===== src/rtl/miriscv_lsu_seq_if.sv =====
// miriscv load/store sequencer port bundle.
// Core-side request/response plus data-memory bus.
interface miriscv_lsu_seq_if #(
  parameter int ADDR_WIDTH = 32
);
  logic                  lsu_req_i;
  logic                  lsu_we_i;
  logic [2:0]            lsu_size_i;
  logic [ADDR_WIDTH-1:0] lsu_addr_i;
  logic [31:0]           lsu_wdata_i;
  logic [31:0]           lsu_rdata_o;
  logic                  lsu_done_o;
  logic                  lsu_err_o;
  logic                  lsu_stall_o;
  logic                  data_req_o;
  logic                  data_gnt_i;
  logic                  data_rvalid_i;
  logic [31:0]           data_rdata_i;
  logic [ADDR_WIDTH-1:0] data_addr_o;
  logic                  data_we_o;
  logic [3:0]            data_be_o;
  logic [31:0]           data_wdata_o;

  modport slave (
    input  lsu_req_i,
    input  lsu_we_i,
    input  lsu_size_i,
    input  lsu_addr_i,
    input  lsu_wdata_i,
    input  data_gnt_i,
    input  data_rvalid_i,
    input  data_rdata_i,
    output lsu_rdata_o,
    output lsu_done_o,
    output lsu_err_o,
    output lsu_stall_o,
    output data_req_o,
    output data_addr_o,
    output data_we_o,
    output data_be_o,
    output data_wdata_o
  );

  modport master (
    output lsu_req_i,
    output lsu_we_i,
    output lsu_size_i,
    output lsu_addr_i,
    output lsu_wdata_i,
    output data_gnt_i,
    output data_rvalid_i,
    output data_rdata_i,
    input  lsu_rdata_o,
    input  lsu_done_o,
    input  lsu_err_o,
    input  lsu_stall_o,
    input  data_req_o,
    input  data_addr_o,
    input  data_we_o,
    input  data_be_o,
    input  data_wdata_o
  );
endinterface


===== src/rtl/miriscv_lsu_seq.sv =====
// miriscv load/store sequencer: aligns, enables bytes,
// runs req/gnt/rvalid and extends loaded data.
module miriscv_lsu_seq #(
  parameter int ADDR_WIDTH = 32
) (
  input  logic             clk_i,
  input  logic             arstn_i,
  miriscv_lsu_seq_if.slave lsu
);

  typedef enum logic [2:0] {
    IDLE,
    REQ,
    RESP,
    DONE,
    ERR
  } state_e;

  state_e state_q;
  state_e state_d;

  logic [1:0]  off;
  logic        is_b;
  logic        is_h;
  logic        is_w;
  logic        bad_op;
  logic        accept;
  logic [3:0]  be_d;
  logic [31:0] wdata_d;

  logic [ADDR_WIDTH-1:0] addr_q;
  logic                  we_q;
  logic [2:0]            size_q;
  logic [1:0]            off_q;
  logic [3:0]            be_q;
  logic [31:0]           wdata_q;
  logic [31:0]           rdata_q;

  logic [7:0]  byte_sel;
  logic [15:0] half_sel;
  logic [31:0] ext;
  logic        bus_req;
  logic        done;
  logic        err;
  logic        load_cap;

  assign off    = lsu.lsu_addr_i[1:0];
  assign accept = (state_q == IDLE) & lsu.lsu_req_i;

  // Decode access width from funct3.
  always_comb begin
    is_b = 1'b0;
    is_h = 1'b0;
    is_w = 1'b0;
    unique case (lsu.lsu_size_i)
      3'b000, 3'b100: is_b = 1'b1;
      3'b001, 3'b101: is_h = 1'b1;
      3'b010:         is_w = 1'b1;
      default:        ;
    endcase
  end

  assign bad_op = ~(is_b | is_h | is_w)
                | (is_h & off[0])
                | (is_w & (off != 2'b00));

  // Byte lanes and replicated store data for the request.
  always_comb begin
    be_d    = 4'b1111;
    wdata_d = lsu.lsu_wdata_i;
    unique case (1'b1)
      is_b: begin
        be_d    = 4'b0001 << off;
        wdata_d = {4{lsu.lsu_wdata_i[7:0]}};
      end
      is_h: begin
        be_d    = 4'b0011 << off;
        wdata_d = {2{lsu.lsu_wdata_i[15:0]}};
      end
      default: ;
    endcase
  end

  // State register.
  always_ff @(posedge clk_i or negedge arstn_i) begin
    if (!arstn_i) begin
      state_q <= IDLE;
    end else begin
      state_q <= state_d;
    end
  end

  // Next state and handshake outputs.
  always_comb begin
    state_d = state_q;
    bus_req = 1'b0;
    done    = 1'b0;
    err     = 1'b0;
    unique case (state_q)
      IDLE: begin
        if (lsu.lsu_req_i) begin
          state_d = bad_op ? ERR : REQ;
        end
      end
      REQ: begin
        bus_req = 1'b1;
        if (lsu.data_gnt_i) begin
          state_d = RESP;
        end
      end
      RESP: begin
        if (lsu.data_rvalid_i) begin
          state_d = DONE;
        end
      end
      DONE: begin
        done    = 1'b1;
        state_d = IDLE;
      end
      ERR: begin
        done    = 1'b1;
        err     = 1'b1;
        state_d = IDLE;
      end
      default: state_d = IDLE;
    endcase
  end

  assign byte_sel = lsu.data_rdata_i[{off_q, 3'b000} +: 8];
  assign half_sel = lsu.data_rdata_i[{off_q[1], 4'b0000} +: 16];

  // Sign or zero extend the selected lane.
  always_comb begin
    ext = lsu.data_rdata_i;
    unique case (size_q)
      3'b000:  ext = {{24{byte_sel[7]}}, byte_sel};
      3'b100:  ext = {24'h0, byte_sel};
      3'b001:  ext = {{16{half_sel[15]}}, half_sel};
      3'b101:  ext = {16'h0, half_sel};
      default: ext = lsu.data_rdata_i;
    endcase
  end

  assign load_cap = (state_q == RESP)
                  & lsu.data_rvalid_i
                  & ~we_q;

  // Latch the request; bus fields only for legal ops.
  always_ff @(posedge clk_i or negedge arstn_i) begin
    if (!arstn_i) begin
      addr_q  <= '0;
      we_q    <= 1'b0;
      size_q  <= 3'b000;
      off_q   <= 2'b00;
      be_q    <= 4'b0000;
      wdata_q <= 32'h0;
    end else if (accept) begin
      size_q <= lsu.lsu_size_i;
      off_q  <= off;
      if (!bad_op) begin
        addr_q  <= {lsu.lsu_addr_i[ADDR_WIDTH-1:2], 2'b00};
        we_q    <= lsu.lsu_we_i;
        be_q    <= be_d;
        wdata_q <= wdata_d;
      end
    end
  end

  // Load result, held until the next load completes.
  always_ff @(posedge clk_i or negedge arstn_i) begin
    if (!arstn_i) begin
      rdata_q <= 32'h0;
    end else if (load_cap) begin
      rdata_q <= ext;
    end
  end

  assign lsu.data_req_o   = bus_req;
  assign lsu.data_addr_o  = addr_q;
  assign lsu.data_we_o    = we_q;
  assign lsu.data_be_o    = be_q;
  assign lsu.data_wdata_o = wdata_q;
  assign lsu.lsu_rdata_o  = rdata_q;
  assign lsu.lsu_done_o   = done;
  assign lsu.lsu_err_o    = err;
  assign lsu.lsu_stall_o  = lsu.lsu_req_i & ~done;

endmodule

===== src/flat_wrapper.sv =====
// flat-port wrapper written by rule: the top's interface ports become plain ports
module miriscv_lsu_seq_flat 
#(
  parameter int ADDR_WIDTH = 32
)
  (clk_i, arstn_i, lsu_lsu_req_i, lsu_lsu_we_i, lsu_lsu_size_i, lsu_lsu_addr_i, lsu_lsu_wdata_i, lsu_data_gnt_i, lsu_data_rvalid_i, lsu_data_rdata_i, lsu_lsu_rdata_o, lsu_lsu_done_o, lsu_lsu_err_o, lsu_lsu_stall_o, lsu_data_req_o, lsu_data_addr_o, lsu_data_we_o, lsu_data_be_o, lsu_data_wdata_o);
  miriscv_lsu_seq_if #(.ADDR_WIDTH(ADDR_WIDTH)) lsu_i ();
  input  logic clk_i;
  input  logic arstn_i;
  input wire logic [$bits(lsu_i.lsu_req_i)-1:0] lsu_lsu_req_i;
  input wire logic [$bits(lsu_i.lsu_we_i)-1:0] lsu_lsu_we_i;
  input wire logic [$bits(lsu_i.lsu_size_i)-1:0] lsu_lsu_size_i;
  input wire logic [$bits(lsu_i.lsu_addr_i)-1:0] lsu_lsu_addr_i;
  input wire logic [$bits(lsu_i.lsu_wdata_i)-1:0] lsu_lsu_wdata_i;
  input wire logic [$bits(lsu_i.data_gnt_i)-1:0] lsu_data_gnt_i;
  input wire logic [$bits(lsu_i.data_rvalid_i)-1:0] lsu_data_rvalid_i;
  input wire logic [$bits(lsu_i.data_rdata_i)-1:0] lsu_data_rdata_i;
  output wire logic [$bits(lsu_i.lsu_rdata_o)-1:0] lsu_lsu_rdata_o;
  output wire logic [$bits(lsu_i.lsu_done_o)-1:0] lsu_lsu_done_o;
  output wire logic [$bits(lsu_i.lsu_err_o)-1:0] lsu_lsu_err_o;
  output wire logic [$bits(lsu_i.lsu_stall_o)-1:0] lsu_lsu_stall_o;
  output wire logic [$bits(lsu_i.data_req_o)-1:0] lsu_data_req_o;
  output wire logic [$bits(lsu_i.data_addr_o)-1:0] lsu_data_addr_o;
  output wire logic [$bits(lsu_i.data_we_o)-1:0] lsu_data_we_o;
  output wire logic [$bits(lsu_i.data_be_o)-1:0] lsu_data_be_o;
  output wire logic [$bits(lsu_i.data_wdata_o)-1:0] lsu_data_wdata_o;
  assign lsu_i.lsu_req_i = lsu_lsu_req_i;
  assign lsu_i.lsu_we_i = lsu_lsu_we_i;
  assign lsu_i.lsu_size_i = lsu_lsu_size_i;
  assign lsu_i.lsu_addr_i = lsu_lsu_addr_i;
  assign lsu_i.lsu_wdata_i = lsu_lsu_wdata_i;
  assign lsu_i.data_gnt_i = lsu_data_gnt_i;
  assign lsu_i.data_rvalid_i = lsu_data_rvalid_i;
  assign lsu_i.data_rdata_i = lsu_data_rdata_i;
  assign lsu_lsu_rdata_o = lsu_i.lsu_rdata_o;
  assign lsu_lsu_done_o = lsu_i.lsu_done_o;
  assign lsu_lsu_err_o = lsu_i.lsu_err_o;
  assign lsu_lsu_stall_o = lsu_i.lsu_stall_o;
  assign lsu_data_req_o = lsu_i.data_req_o;
  assign lsu_data_addr_o = lsu_i.data_addr_o;
  assign lsu_data_we_o = lsu_i.data_we_o;
  assign lsu_data_be_o = lsu_i.data_be_o;
  assign lsu_data_wdata_o = lsu_i.data_wdata_o;
  miriscv_lsu_seq #(.ADDR_WIDTH(ADDR_WIDTH)) u_core (.clk_i(clk_i), .arstn_i(arstn_i), .lsu(lsu_i));
endmodule

===== config.mk =====
export PLATFORM = sky130hd
export DESIGN_NAME = miriscv_lsu_seq_flat
export DESIGN_NICKNAME = d
export VERILOG_FILES = /design/src/rtl/miriscv_lsu_seq_if.sv /design/src/rtl/miriscv_lsu_seq.sv /design/src/flat_wrapper.sv
export SDC_FILE = /design/constraint.sdc
export NUM_CORES = 1
export LEC_CHECK = 0
export BUFFER_PORTS_ARGS = -buffer_cell sky130_fd_sc_hd__buf_2
export CELL_PAD_IN_SITES_DETAIL_PLACEMENT = 0
export CELL_PAD_IN_SITES_GLOBAL_PLACEMENT = 2
export CORE_MARGIN = 8
export CORE_UTILIZATION = 26
export CTS_BUF_LIST = sky130_fd_sc_hd__clkbuf_16
export CTS_CLUSTER_SIZE = 40
export DETAILED_ROUTE_END_ITERATION = 8
export PLACE_DENSITY_LB_ADDON = 0.1
export SLEW_MARGIN = 20
export SYNTH_ARGS = -nofsm -noshare
export SYNTH_HDL_FRONTEND = slang
export SYNTH_SLANG_ARGS = --single-unit

===== constraint.sdc =====
create_clock -name clk_i -period 1.7 [get_ports clk_i]
set_input_delay 0.34 -clock clk_i [delete_from_list [all_inputs] [get_ports clk_i]]
set_output_delay 0.34 -clock clk_i [all_outputs]
set_load 0.02 [all_outputs]

# == Word-level counts from Yosys, hierarchy flattened ==
# Cells that the tools add are included.
# totals
register_bits,107
latchBits,0
ramBits,0
romBits,0
output_inout_bits,105
word_cells,63
memories,0
# op_classes
add_sub_neg,0
n_mul,0
n_div,0
order_cmp,0
eq_ne,14
shift,4
mux,14
bitwise_logic,14
reduce_logical,9
# ops
operator,count
$pmux 32 s4,1
$pmux 32 s2,1
$shiftx 32x6->16,1
$shiftx 32x6->8,1
$eq 3x3->1 const B,5
$mux 3,4
$eq 3x1->1 const B,3
$eq 3x2->1 const B,3
$logic_not 3->1,3
$pmux 3 s3,1
$pmux 4 s2,1
$and 1x1->1,6
$mux 1,6
$ne 2x2->1 const B,3
$reduce_or 2->1,3
$not 1->1,4
$or 1x1->1,4
$shl 1x2->4 const A,1
$shl 2x2->4 const A,1
$reduce_and 3->1,1
$reduce_and 2->1,1
$reduce_bool 2->1,1

# == Longest topological paths before layout ==
# Gate-level depths: netlist of run 1.
# depth
depth_word,11
depth_mapped,7
depth_no_buf,4

# == Worst setup path after synthesis of run 1 ==
# OpenSTA, ideal clock, no wires.
# synth_timing
path_kind,register to output
start,register u_core.state_q[1]
end,output port lsu_lsu_stall_o
t_arrival_ps,1634
required_time_ps,1360
slack_ps,-274
path_stages_with_launch,5
path_buffers,1
cell_sequence,dfrtp_1 buf_2 nor3b_1 o21bai_1 nor2_1
# synth_between
elab_chain_cells,5
elab_cells_between_ends,6
cone_classes,eq/ne (2); mux (1); bitwise (2); reduce/logical (1)
# synth_lines
element,line,rtl
from (decl),miriscv_lsu_seq.sv:19,state_e state_q;
from (signal assigned),miriscv_lsu_seq.sv:89,state_q <= state_d;
$eq 3x2->1 / $eq 3x3->1 (equally long branches),miriscv_lsu_seq.sv:99,unique case (state_q)
$reduce_or 2->1 (no line) *,--,
$mux 1 *,miriscv_lsu_seq.sv:99,
net lsu_lsu_done_o,flat_wrapper.sv:19,output wire logic [$bits(lsu_i.lsu_done_o)-1:0] lsu_lsu_done_o;
$not 1->1 *,miriscv_lsu_seq.sv:186,assign lsu.lsu_stall_o = lsu.lsu_req_i & ~done;
$and 1x1->1 *,miriscv_lsu_seq.sv:186,
to (decl),flat_wrapper.sv:21,output wire logic [$bits(lsu_i.lsu_stall_o)-1:0] lsu_lsu_stall_o;
# The timed path passes the listed nets; every way through them passes the cells marked *.

# == Worst setup path in the final report of run 1 ==
# layout_timing
start,register u_core.state_q[0]
end,register u_core.rdata_q[19] (netlist: u_core.lsu.lsu_rdata_o[19])
# layout_between
elab_chain_cells,3
# layout_lines
element,line,rtl
$eq 3x2->1,miriscv_lsu_seq.sv:144,assign load_cap = (state_q == RESP)
$and 1x1->1,miriscv_lsu_seq.sv:145,& lsu.data_rvalid_i
$and 1x1->1,miriscv_lsu_seq.sv:146,& ~we_q;
to (signal assigned),miriscv_lsu_seq.sv:174,rdata_q <= ext;
to (decl),miriscv_lsu_seq.sv:37,logic [31:0] rdata_q;
# No other way between the ends.
# A chain may end at the register's enable or synchronous reset.

==> impl_metrics.env, run 1 <==
export IMPL_peakVddDrop_v=0.000739
export IMPL_port_buffers=207
export IMPL_finalCritPeriodShare=1.06
export IMPL_totalWireLength_um=17900
export IMPL_clk_latency_ps=360
export IMPL_combPwrFrac=0.516
export IMPL_skew_ps=11.0
export IMPL_synthFlopType="dfrtp_1"
export IMPL_wire_per_inst_um=18.0
export IMPL_placed_area_sq_mm=0.00672
export IMPL_regArea_sq_mm=0.00268
export IMPL_syn_area_sq_mm=0.00508
export IMPL_multi_input_area_sq_mm=0.00247
export IMPL_antenna_found_initial=5
export IMPL_syn_inst=477
export IMPL_synthDistinctLibCells=41
export IMPL_cp_required_ps=1940
export IMPL_cp_data_arrival_time_ps=2050
export IMPL_p_leak_nw=3.74
export IMPL_layout_setup_ws_ps=-105
export IMPL_power_internal_mw=7.78
export IMPL_ys_top_cells_by_area="dfrtp_1 (53%), mux2_2 (7.1%), mux2i_1 (4.9%), nand2_1 (4.4%), a21oi_1 (4.1%)"
export IMPL_die_y_um=156
export IMPL_mostFrequentLayoutCells="buf_2 (202), dfrtp_1 (107), nand2_1 (58)"
export IMPL_nFillCells=1990
export IMPL_syn_to_final_growth_pct=49.9
export IMPL_synth_area_per_cell_sq_um=10.7
export IMPL_vias=4421
export IMPL_worstSetupEndpointType="register"
export IMPL_overflow=0
export IMPL_drive_above_1_share=0.536
export IMPL_period_minus_slack_ps=1800
export IMPL_cts_htree_levels=3
export IMPL_p_sw_mw=5.97
export IMPL_drc=0
export IMPL_slew_viol_final=0
export IMPL_grt_use_total=0.144
export IMPL_num_rows=51
export IMPL_swShare=0.434
export IMPL_violations="negative setup slack"
export IMPL_finalCoreUtilization=0.394
export IMPL_slew_limit_headroom=0.651
export IMPL_cts_tree="yes"
export IMPL_fmax_mhz=554
export IMPL_worstSetupPathType="reg -> reg"
export IMPL_p_per_area_mw_per_mm2=1810
export IMPL_ys_seq_elements=107
export IMPL_synthArstFlopShare=1.00
export IMPL_yosys_warnings=0
export IMPL_cts_made_buffers=9
export IMPL_hold_violations=0
export IMPL_grt_pass1_wl_um=26900
export IMPL_n_antenna_cell=0
export IMPL_ios=210
export IMPL_antenna_left=0
export IMPL_grt_max_degree=31
export IMPL_vias_per_cell=4.45
export IMPL_p_clk_frac=0.154
export IMPL_cts_num_sinks=107
export IMPL_dr_pass1_iters=4
export IMPL_fin_nets=828
export IMPL_hold_path_class="in -> reg"
export IMPL_worstPathMaxFanout=6
export IMPL_max_cap_violations=0
export IMPL_dieWidth_um=156
export IMPL_cts_root_buf="clkbuf_16"
export IMPL_fp_coreArea_sq_mm=0.0193
export IMPL_power_frac_seq=0.331
export IMPL_power_mw=13.8
export IMPL_design_die_area_sq_mm=0.0243
export IMPL_grt_pass1_vias=4773
export IMPL_hpwl_um=13200
export IMPL_stdcell_area_sq_mm=0.00762
export IMPL_first_iter_violations=117
export IMPL_start_util=0.263
export IMPL_gp_congestion=0.796
export IMPL_clk_path_buf_depth=2
export IMPL_rsz0062_at_grt="yes"
export IMPL_synth_edf_count=0
export IMPL_start_kind="register"
export IMPL_ys_seq_area_frac=0.527
export IMPL_clk_pin_slew_ps=80
export IMPL_outcome="finished with violations"
export IMPL_final_common_cell="buf_2"
export IMPL_tightest_slew_ps=523
export IMPL_setup_viol=81
export IMPL_synth_top_area_share=0.527
export IMPL_yosysTopAreaCell="dfrtp_1"
==> power by group through the flow <==
| stage | Combinational [mW] | Sequential (mW) | Clock [mW] |
|---|---|---|---|
| 2_1_floorplan | 2.49 | 5.93 | 0 |
| 3_3_place_gp | 6.33 | 4.57 | 0 |
| 3_5_place_dp | 6.40 | 4.59 | 0 |
| 4_1_cts | 6.72 | 4.56 | 2.22 |
| 5_1_grt | 7.65 | 4.74 | 2.32 |
| 6_report | 7.09 | 4.55 | 2.11 |
==> layout make-up <==
| class | instances | share of cell area |
|---|---|---|
| Multi-Input combinational cell | 323 | 0.324 |
| Inverter | 12 | 0.00591 |
| Tap cell | 265 | 0.0435 |
| Timing Repair Buffer | 270 | 0.236 |
| Sequential cell | 107 | 0.352 |
| Clock buffer | 9 | 0.0296 |
| Clock inverter | 7 | 0.00920 |
==> routing by layer <==
metal | vias up | share of wire | global-route usage
met3 | 24 | 0.085 | 0.0620
li1 | 2141 | - | -
met5 | - | 0.0035 | 0
met1 | 2107 | 0.43 | 0.176
met2 | 139 | 0.47 | 0.227
met4 | 10 | 0.014 | 0.0407
==> repair_timing <==
action                                 CTS  global route
gates cloned                             3             3
pin swaps                                6            11
endpoints found under the hold margin   27             0
buffers inserted                         5             6
gates resized for setup                 34            60
setup endpoints to repair               29            95
hold buffers                             1             0
==> through the flow <==
step | setup TNS, ps | hold slack, ps | instances | setup WS, ps
3_5_place_dp | -1900 | 350 | 959 | -129
6_report | -3330 | 203 | 993 | -105
5_1_grt | -8760 | 186 | 993 | -151
2_1_floorplan | -1580 | 44.4 | 478 | -71.2
3_3_place_gp | -1640 | 332 | 959 | -112
4_1_cts | -3370 | 186 | 984 | -117
==> path summary, 6_finish.rpt <==
path / slack (ps) / to / cells past startpoint / start
worst max-delay path: -100 / u_core.lsu.lsu_rdata_o[19] / 6 / u_core.state_q[0]
worst min-delay path: 200 / u_core.lsu.data_addr_o[4] / 2 / lsu_lsu_addr_i[4]
worst max register to register: -100 / u_core.lsu.lsu_rdata_o[19] / 6 / u_core.state_q[0]
worst min register to register: 470 / u_core.lsu.lsu_rdata_o[12] / 1 / u_core.lsu.lsu_rdata_o[12]
max in group asynchronous: 650 / u_core.lsu.data_addr_o[29] / 3 / arstn_i
min in group asynchronous: 510 / u_core.lsu.lsu_rdata_o[28] / 2 / arstn_i
==> cell usage after synthesis (2+ instances only) <==
cell type and number:
dfrtp_1 107, nand2_1 60, a21oi_1 42, nor2_1 39, o21ai_0 36, mux2_2 32, mux2i_1 25, clkbuf_1 19
mux2_4 14, inv_1 12, nor2b_1 9, a21o_1 8, a221oi_1 8, buf_2 7, a31o_2 5, and2_1 5
buf_6 5, nand2b_1 5, nand3_1 5, nand3b_1 5, buf_4 4, nor3b_1 2, o21bai_1 2, o31ai_1 2
or2_2 2, or3_1 2
==> worst max-delay path: stages, from the launching register on <==
cell and delay, ps:
dfrtp_1 400, nand2b_4 150, or4b_4 570, buf_12 180, a21oi_4 170, buf_6 170, a21oi_2 60
==> flip-flops by register name, indices dropped and copies added (netlist names) <==
signal and flops:
u_core.off_q 2, u_core.lsu.lsu_rdata_o 32, u_core.state_q 3, u_core.lsu.data_wdata_o 32, u_core.lsu.data_we_o 1, u_core.lsu.data_be_o 4
u_core.size_q 3, u_core.lsu.data_addr_o 30
==> cells by family (layout without fill, tap and decap cells) <==
kind of cell | after synthesis | count (layout) | synth area share
simple gates | 138 | 138 | 0.126
compound gates | 111 | 111 | 0.133
flops | 107 | 107 | 0.527
mux | 72 | 72 | 0.166
buf+inv | 48 | 298 | 0.0475
other cells | 1 | 2 | 0.000738
Note: power is estimated with default switching activity, not from simulation.
==> run 2, diff against run 1 <==
--- a/config.mk
+++ b/config.mk
@@ -9,8 +9,8 @@
 export CELL_PAD_IN_SITES_DETAIL_PLACEMENT = 0
 export CELL_PAD_IN_SITES_GLOBAL_PLACEMENT = 2
 export CORE_MARGIN = 8
-export CORE_UTILIZATION = 26
-export CTS_BUF_LIST = sky130_fd_sc_hd__clkbuf_16
+export CORE_UTILIZATION = 27
+export CTS_BUF_LIST = sky130_fd_sc_hd__clkbuf_4
 export CTS_CLUSTER_SIZE = 40
 export DETAILED_ROUTE_END_ITERATION = 8
 export PLACE_DENSITY_LB_ADDON = 0.1
==> constraint.sdc (replaced) <==
create_clock -name clk_i -period 1.7 [get_ports clk_i]
set_input_delay 0.255 -clock clk_i [delete_from_list [all_inputs] [get_ports clk_i]]
set_output_delay 0.255 -clock clk_i [all_outputs]
set_load 0.02 [all_outputs]
==> impl_metrics.env, run 2 (synthesis gave the netlist of run 1 again) <==
export IMPL_period_minus_slack_ps=1950
export IMPL_combPwrFrac=0.565
export IMPL_hpwl_um=12900
export IMPL_num_rows=50
export IMPL_clk_pin_slew_ps=180
export IMPL_vias=4711
export IMPL_peakVddDrop_v=0.000773
export IMPL_worstSetupPathType="reg -> reg"
export IMPL_power_internal_mw=7.55
export IMPL_met1_usage=0.182
export IMPL_clk_latency_ps=470
export IMPL_finalCritPeriodShare=1.15
export IMPL_totalWireLength_um=18700
export IMPL_worstPathMaxFanout=7
export IMPL_r2r_setup_slack_ps=-250
export IMPL_die_y_um=153
export IMPL_skew_ps=11.3
export IMPL_cts_tree="yes"
export IMPL_hold_violations=0
export IMPL_worstSetupEndpointType="register"
export IMPL_ios=210
export IMPL_final_cells=1026
export IMPL_setup_viol=102
export IMPL_fin_nets=890
export IMPL_p_clk_frac=0.095
export IMPL_syn_to_final_growth_pct=64.5
export IMPL_dieWidth_um=153
export IMPL_design_die_area_sq_mm=0.0235
export IMPL_dr_pass1_iters=4
export IMPL_hold_path_class="in -> reg"
export IMPL_overflow=0
export IMPL_max_cap_violations=0
export IMPL_finalCoreUtilization=0.450
export IMPL_drc=0
export IMPL_antenna_left=0
export IMPL_fp_coreArea_sq_mm=0.0186
export IMPL_violations="negative setup slack"
export IMPL_antenna_found_initial=3
export IMPL_port_buffers=207
export IMPL_start_kind="register"
export IMPL_p_sw_mw=6.16
export IMPL_grt_max_degree=30
export IMPL_wire_per_inst_um=18.2
export IMPL_slew_limit_headroom=0.624
export IMPL_grt_busiest_layer="met2"
export IMPL_rsz0062_at_grt="yes"
export IMPL_cts_made_buffers=9
export IMPL_p_leak_nw=4.07
export IMPL_grt_use_total=0.154
export IMPL_final_common_cell="buf_2"
export IMPL_gp_congestion=0.762
export IMPL_cp_data_arrival_time_ps=2340
export IMPL_vias_per_cell=4.59
export IMPL_placed_cells=923
export IMPL_outcome="finished with violations"
export IMPL_start_util=0.274
export IMPL_power_frac_seq=0.340
export IMPL_grt_pass1_wl_um=28600
export IMPL_cp_required_ps=2090
export IMPL_globalRouteMet2Util=0.258
export IMPL_swShare=0.449
export IMPL_first_iter_violations=124
export IMPL_dp_worst_setup_slack_ps=-57.6
export IMPL_cts_num_sinks=107
export IMPL_clk_path_buf_depth=2
export IMPL_grt_pass1_vias=5028
export IMPL_drive_above_1_share=0.561
export IMPL_nFillCells=1802
export IMPL_layout_setup_ws_ps=-253
export IMPL_p_per_area_mw_per_mm2=1640
export IMPL_mostFrequentLayoutCells="buf_2 (203), dfrtp_1 (107), dlygate4sd3_1 (53)"
export IMPL_cts_root_buf="clkbuf_4"
export IMPL_met3_usage=0.0536
export IMPL_slew_viol_final=0
export IMPL_cts_htree_levels=3
export IMPL_tightest_slew_ps=564
export IMPL_fmax_mhz=512
==> run 2: routing by layer <==
| metal | share of wire | vias up |
|---|---|---|
| met2 | 0.50 | 135 |
| li1 | - | 2264 |
| met3 | 0.070 | 16 |
| met4 | 0.012 | 4 |
| met5 | 0.0017 | - |
| met1 | 0.42 | 2292 |
==> run 2: worst max-delay path: stages (launching register included) <==
cell and delay (ps):
dfrtp_1 430, buf_6 120, buf_4 130, nor4b_4 360, o21ai_4 200, buf_6 180, buf_12 140, mux2_4 300
==> run 2: layout make-up <==
class                           count  area [sq um]  share of cell area
Clock buffer                        9          67.6             0.00808
Tap cell                          234           293              0.0350
Clock inverter                      7          63.8             0.00763
Antenna cell                        2          5.00            0.000599
Timing Repair Buffer              332          2500               0.300
Inverter                           12          45.0             0.00539
Sequential cell                   107          2680               0.320
Multi-Input combinational cell    323          2700               0.323
==> run 2: path summary, 6_finish.rpt <==
check,startpoint,to,cells after the start
min reg2reg,u_core.lsu.lsu_rdata_o[14],u_core.lsu.lsu_rdata_o[14],1
max reg2reg,u_core.state_q[0],u_core.lsu.data_wdata_o[0],7
max in group asynchronous,arstn_i,u_core.lsu.data_wdata_o[12],3
min in group asynchronous,arstn_i,u_core.lsu.lsu_rdata_o[29],2
min,lsu_lsu_wdata_i[27],u_core.lsu.data_wdata_o[27],3
max,u_core.state_q[0],u_core.lsu.data_wdata_o[0],7
==> run 2: what timing repair did <==
action,CTS,global route
endpoints found under the hold margin,97,0
hold buffers,53,0
pin swaps,15,40
setup buffers,8,16
resized for setup,54,132
endpoints found under the setup margin,40,106
cloned,9,7
==> run 2: per-stage QoR <==
| step | hold slack (ps) | area (sq um) | TNS [ps] | total power [mW] |
|---|---|---|---|---|
| 2_1_floorplan | -40.6 | 5140 | -1650 | 8.48 |
| 3_3_place_gp | 215 | 6630 | -305 | 10.9 |
| 3_5_place_dp | 203 | 6630 | -668 | 11.0 |
| 4_1_cts | 1.22 | 7780 | -15230 | 13.0 |
| 5_1_grt | 1.24 | 8360 | -24870 | 14.7 |
| 6_report | 42.6 | 8360 | -17400 | 13.7 |
==> run 2: power by group through the flow <==
stage / clock network, mW / logic (mW) / registers (mW)
floorplan: 0 / 2.55 / 5.93
global placement: 0 / 6.40 / 4.54
detailed placement: 0 / 6.44 / 4.57
CTS: 1.38 / 7.10 / 4.55
global route: 1.48 / 8.34 / 4.87
finish: 1.31 / 7.74 / 4.66
==> run 3, diff against run 2 <==
--- a/config.mk
+++ b/config.mk
@@ -6,14 +6,12 @@
 export NUM_CORES = 1
 export LEC_CHECK = 0
 export BUFFER_PORTS_ARGS = -buffer_cell sky130_fd_sc_hd__buf_2
-export CELL_PAD_IN_SITES_DETAIL_PLACEMENT = 0
-export CELL_PAD_IN_SITES_GLOBAL_PLACEMENT = 2
 export CORE_MARGIN = 8
-export CORE_UTILIZATION = 27
+export CORE_UTILIZATION = 45
 export CTS_BUF_LIST = sky130_fd_sc_hd__clkbuf_4
 export CTS_CLUSTER_SIZE = 40
 export DETAILED_ROUTE_END_ITERATION = 8
-export PLACE_DENSITY_LB_ADDON = 0.1
+export PLACE_DENSITY = 0.79
 export SLEW_MARGIN = 20
 export SYNTH_ARGS = -nofsm -noshare
 export SYNTH_HDL_FRONTEND = slang
==> impl_metrics.env, run 3 (synthesis gave the netlist of run 1 again) <==
export IMPL_outcome="finished with violations"
export IMPL_violations="negative setup slack"
export IMPL_worst_hold_slack_ps=36.0
export IMPL_placed_area_sq_mm=0.00649
export IMPL_max_cap_violations=0
export IMPL_port_buffers=207
export IMPL_p_leak_nw=3.89
export IMPL_gp_congestion=0.877
export IMPL_drc=0
export IMPL_mostFrequentLayoutCells="buf_2 (203), dfrtp_1 (107), nor2_1 (39)"
export IMPL_slew_viol_final=0
export IMPL_num_rows=39
export IMPL_wire_per_inst_um=19.9
export IMPL_rsz0062_at_grt="yes"
export IMPL_cts_num_sinks=107
export IMPL_n_antenna_cell=0
export IMPL_nFillCells=784
export IMPL_fp_coreArea_sq_mm=0.0112
export IMPL_clk_pin_slew_ps=170
export IMPL_worstSetupPathType="reg -> reg"
export IMPL_stdcell_area_sq_mm=0.00778
export IMPL_fmax_mhz=529
export IMPL_setup_viol=98
export IMPL_dr_pass1_iters=5
export IMPL_hold_violations=0
export IMPL_cts_made_buffers=9
export IMPL_antenna_left=0
export IMPL_layout_setup_ws_ps=-190
export IMPL_cts_tree="yes"
export IMPL_peakVddDrop_v=0.00105
export IMPL_start_kind="register"
export IMPL_overflow=0
export IMPL_hpwl_um=11300
export IMPL_totalWireLength_um=18000
export IMPL_drive_above_1_share=0.552
export IMPL_dieWidth_um=122
export IMPL_cts_htree_levels=3
export IMPL_final_common_cell="buf_2"
export IMPL_grt_use_total=0.213
export IMPL_cp_data_arrival_time_ps=2230
export IMPL_skew_ps=28.7
export IMPL_clk_path_buf_depth=2
export IMPL_ios=210
export IMPL_dp_worst_setup_slack_ps=-83.1
export IMPL_cp_required_ps=2040
export IMPL_slew_limit_headroom=0.627
export IMPL_regArea_sq_mm=0.00268
export IMPL_clk_latency_ps=460
export IMPL_period_minus_slack_ps=1890
export IMPL_worstPathMaxFanout=5
export IMPL_syn_to_final_growth_pct=53.1
export IMPL_grt_max_degree=51
export IMPL_tightest_slew_ps=560
export IMPL_design_die_area_sq_mm=0.0150
export IMPL_multi_input_area_sq_mm=0.00254
export IMPL_antenna_found_initial=1
export IMPL_worstSetupEndpointType="register"
export IMPL_vias=4885
export IMPL_final_setup_tns_ps=-12250
export IMPL_p_per_area_mw_per_mm2=1730
export IMPL_vias_per_cell=5.40
export IMPL_first_iter_violations=398
export IMPL_cts_root_buf="clkbuf_4"
export IMPL_grt_pass1_wl_um=25000
export IMPL_hold_path_class="in -> reg"
export IMPL_grt_pass1_vias=4968
export IMPL_power_mw=13.5
export IMPL_finalCritPeriodShare=1.11
export IMPL_start_util=0.453
export IMPL_fin_nets=863
export IMPL_die_y_um=122
run 3: cell types whose count changed in the layout (fill, tap and decap cells not counted), sizes merged:
cell,before,now
o21ai,37,38
buf,272,268
inv,17,13
clkbuf,16,15
clkinvlp,0,1
bufinv,0,1
diode,2,0
dlygate4sd3,53,30
clkinv,2,3
run 3: timing repair:
item	in CTS	in global routing
buffers inserted	8	10
gates resized for setup	34	104
hold buffers	19	11
endpoints found under the hold margin	51	11
cloned	5	10
endpoints found under the setup margin	49	103
pin swaps	5	25
run 3: per-layer routing:
| metal | vias to the layer above | track usage | part of all wire |
|---|---|---|---|
| met2 | 269 | 0.349 | 0.50 |
| met3 | 51 | 0.0860 | 0.098 |
| met5 | - | 0 | 0.00067 |
| met1 | 2356 | 0.246 | 0.37 |
| li1 | 2207 | - | - |
| met4 | 2 | 0.0845 | 0.030 |
run 3: final timing paths:
check	startpoint	to	slack, ps	depth (start not counted)
max	u_core.state_q[2]	u_core.lsu.data_addr_o[27]	-190	7
min	lsu_data_rdata_i[17]	u_core.lsu.lsu_rdata_o[17]	40	3
max reg2reg	u_core.state_q[2]	u_core.lsu.data_addr_o[27]	-190	7
min reg2reg	u_core.lsu.lsu_rdata_o[12]	u_core.lsu.lsu_rdata_o[12]	500	1
max in group asynchronous	arstn_i	u_core.lsu.data_wdata_o[10]	780	3
min in group asynchronous	arstn_i	u_core.off_q[0]	280	2
run 3: critical path, stage by stage (launching register included):
cell and delay (ps):
dfrtp_1 440, buf_6 140, buf_6 120, nor4b_4 240, buf_4 190, o21ai_4 130, clkbuf_16 220, mux2_4 290
run 3: metrics by stage:
step	instances	util
after floorplan	478	-
after CTS	875	0.635
after detailed placement	828	0.578
final	905	0.693
after global routing	905	0.693
after global placement	828	0.578
run 3: cell type report:
cell class | count | share of cell area
repair buffers | 304 | 0.284
multi-input cells | 324 | 0.326
clock inverters | 6 | 0.00836
well taps | 143 | 0.0230
clock buffers | 9 | 0.00868
inverters | 12 | 0.00579
flip-flops and latches | 107 | 0.344
run 3: report_power, final:
part | internal (mW) | switching (mW) | leakage [nW] | total [mW]
sequential | 3.79 | 0.874 | 1.29 | 4.66
combinational | 3.24 | 4.27 | 2.53 | 7.51
clock | 0.444 | 0.868 | 0.0722 | 1.31
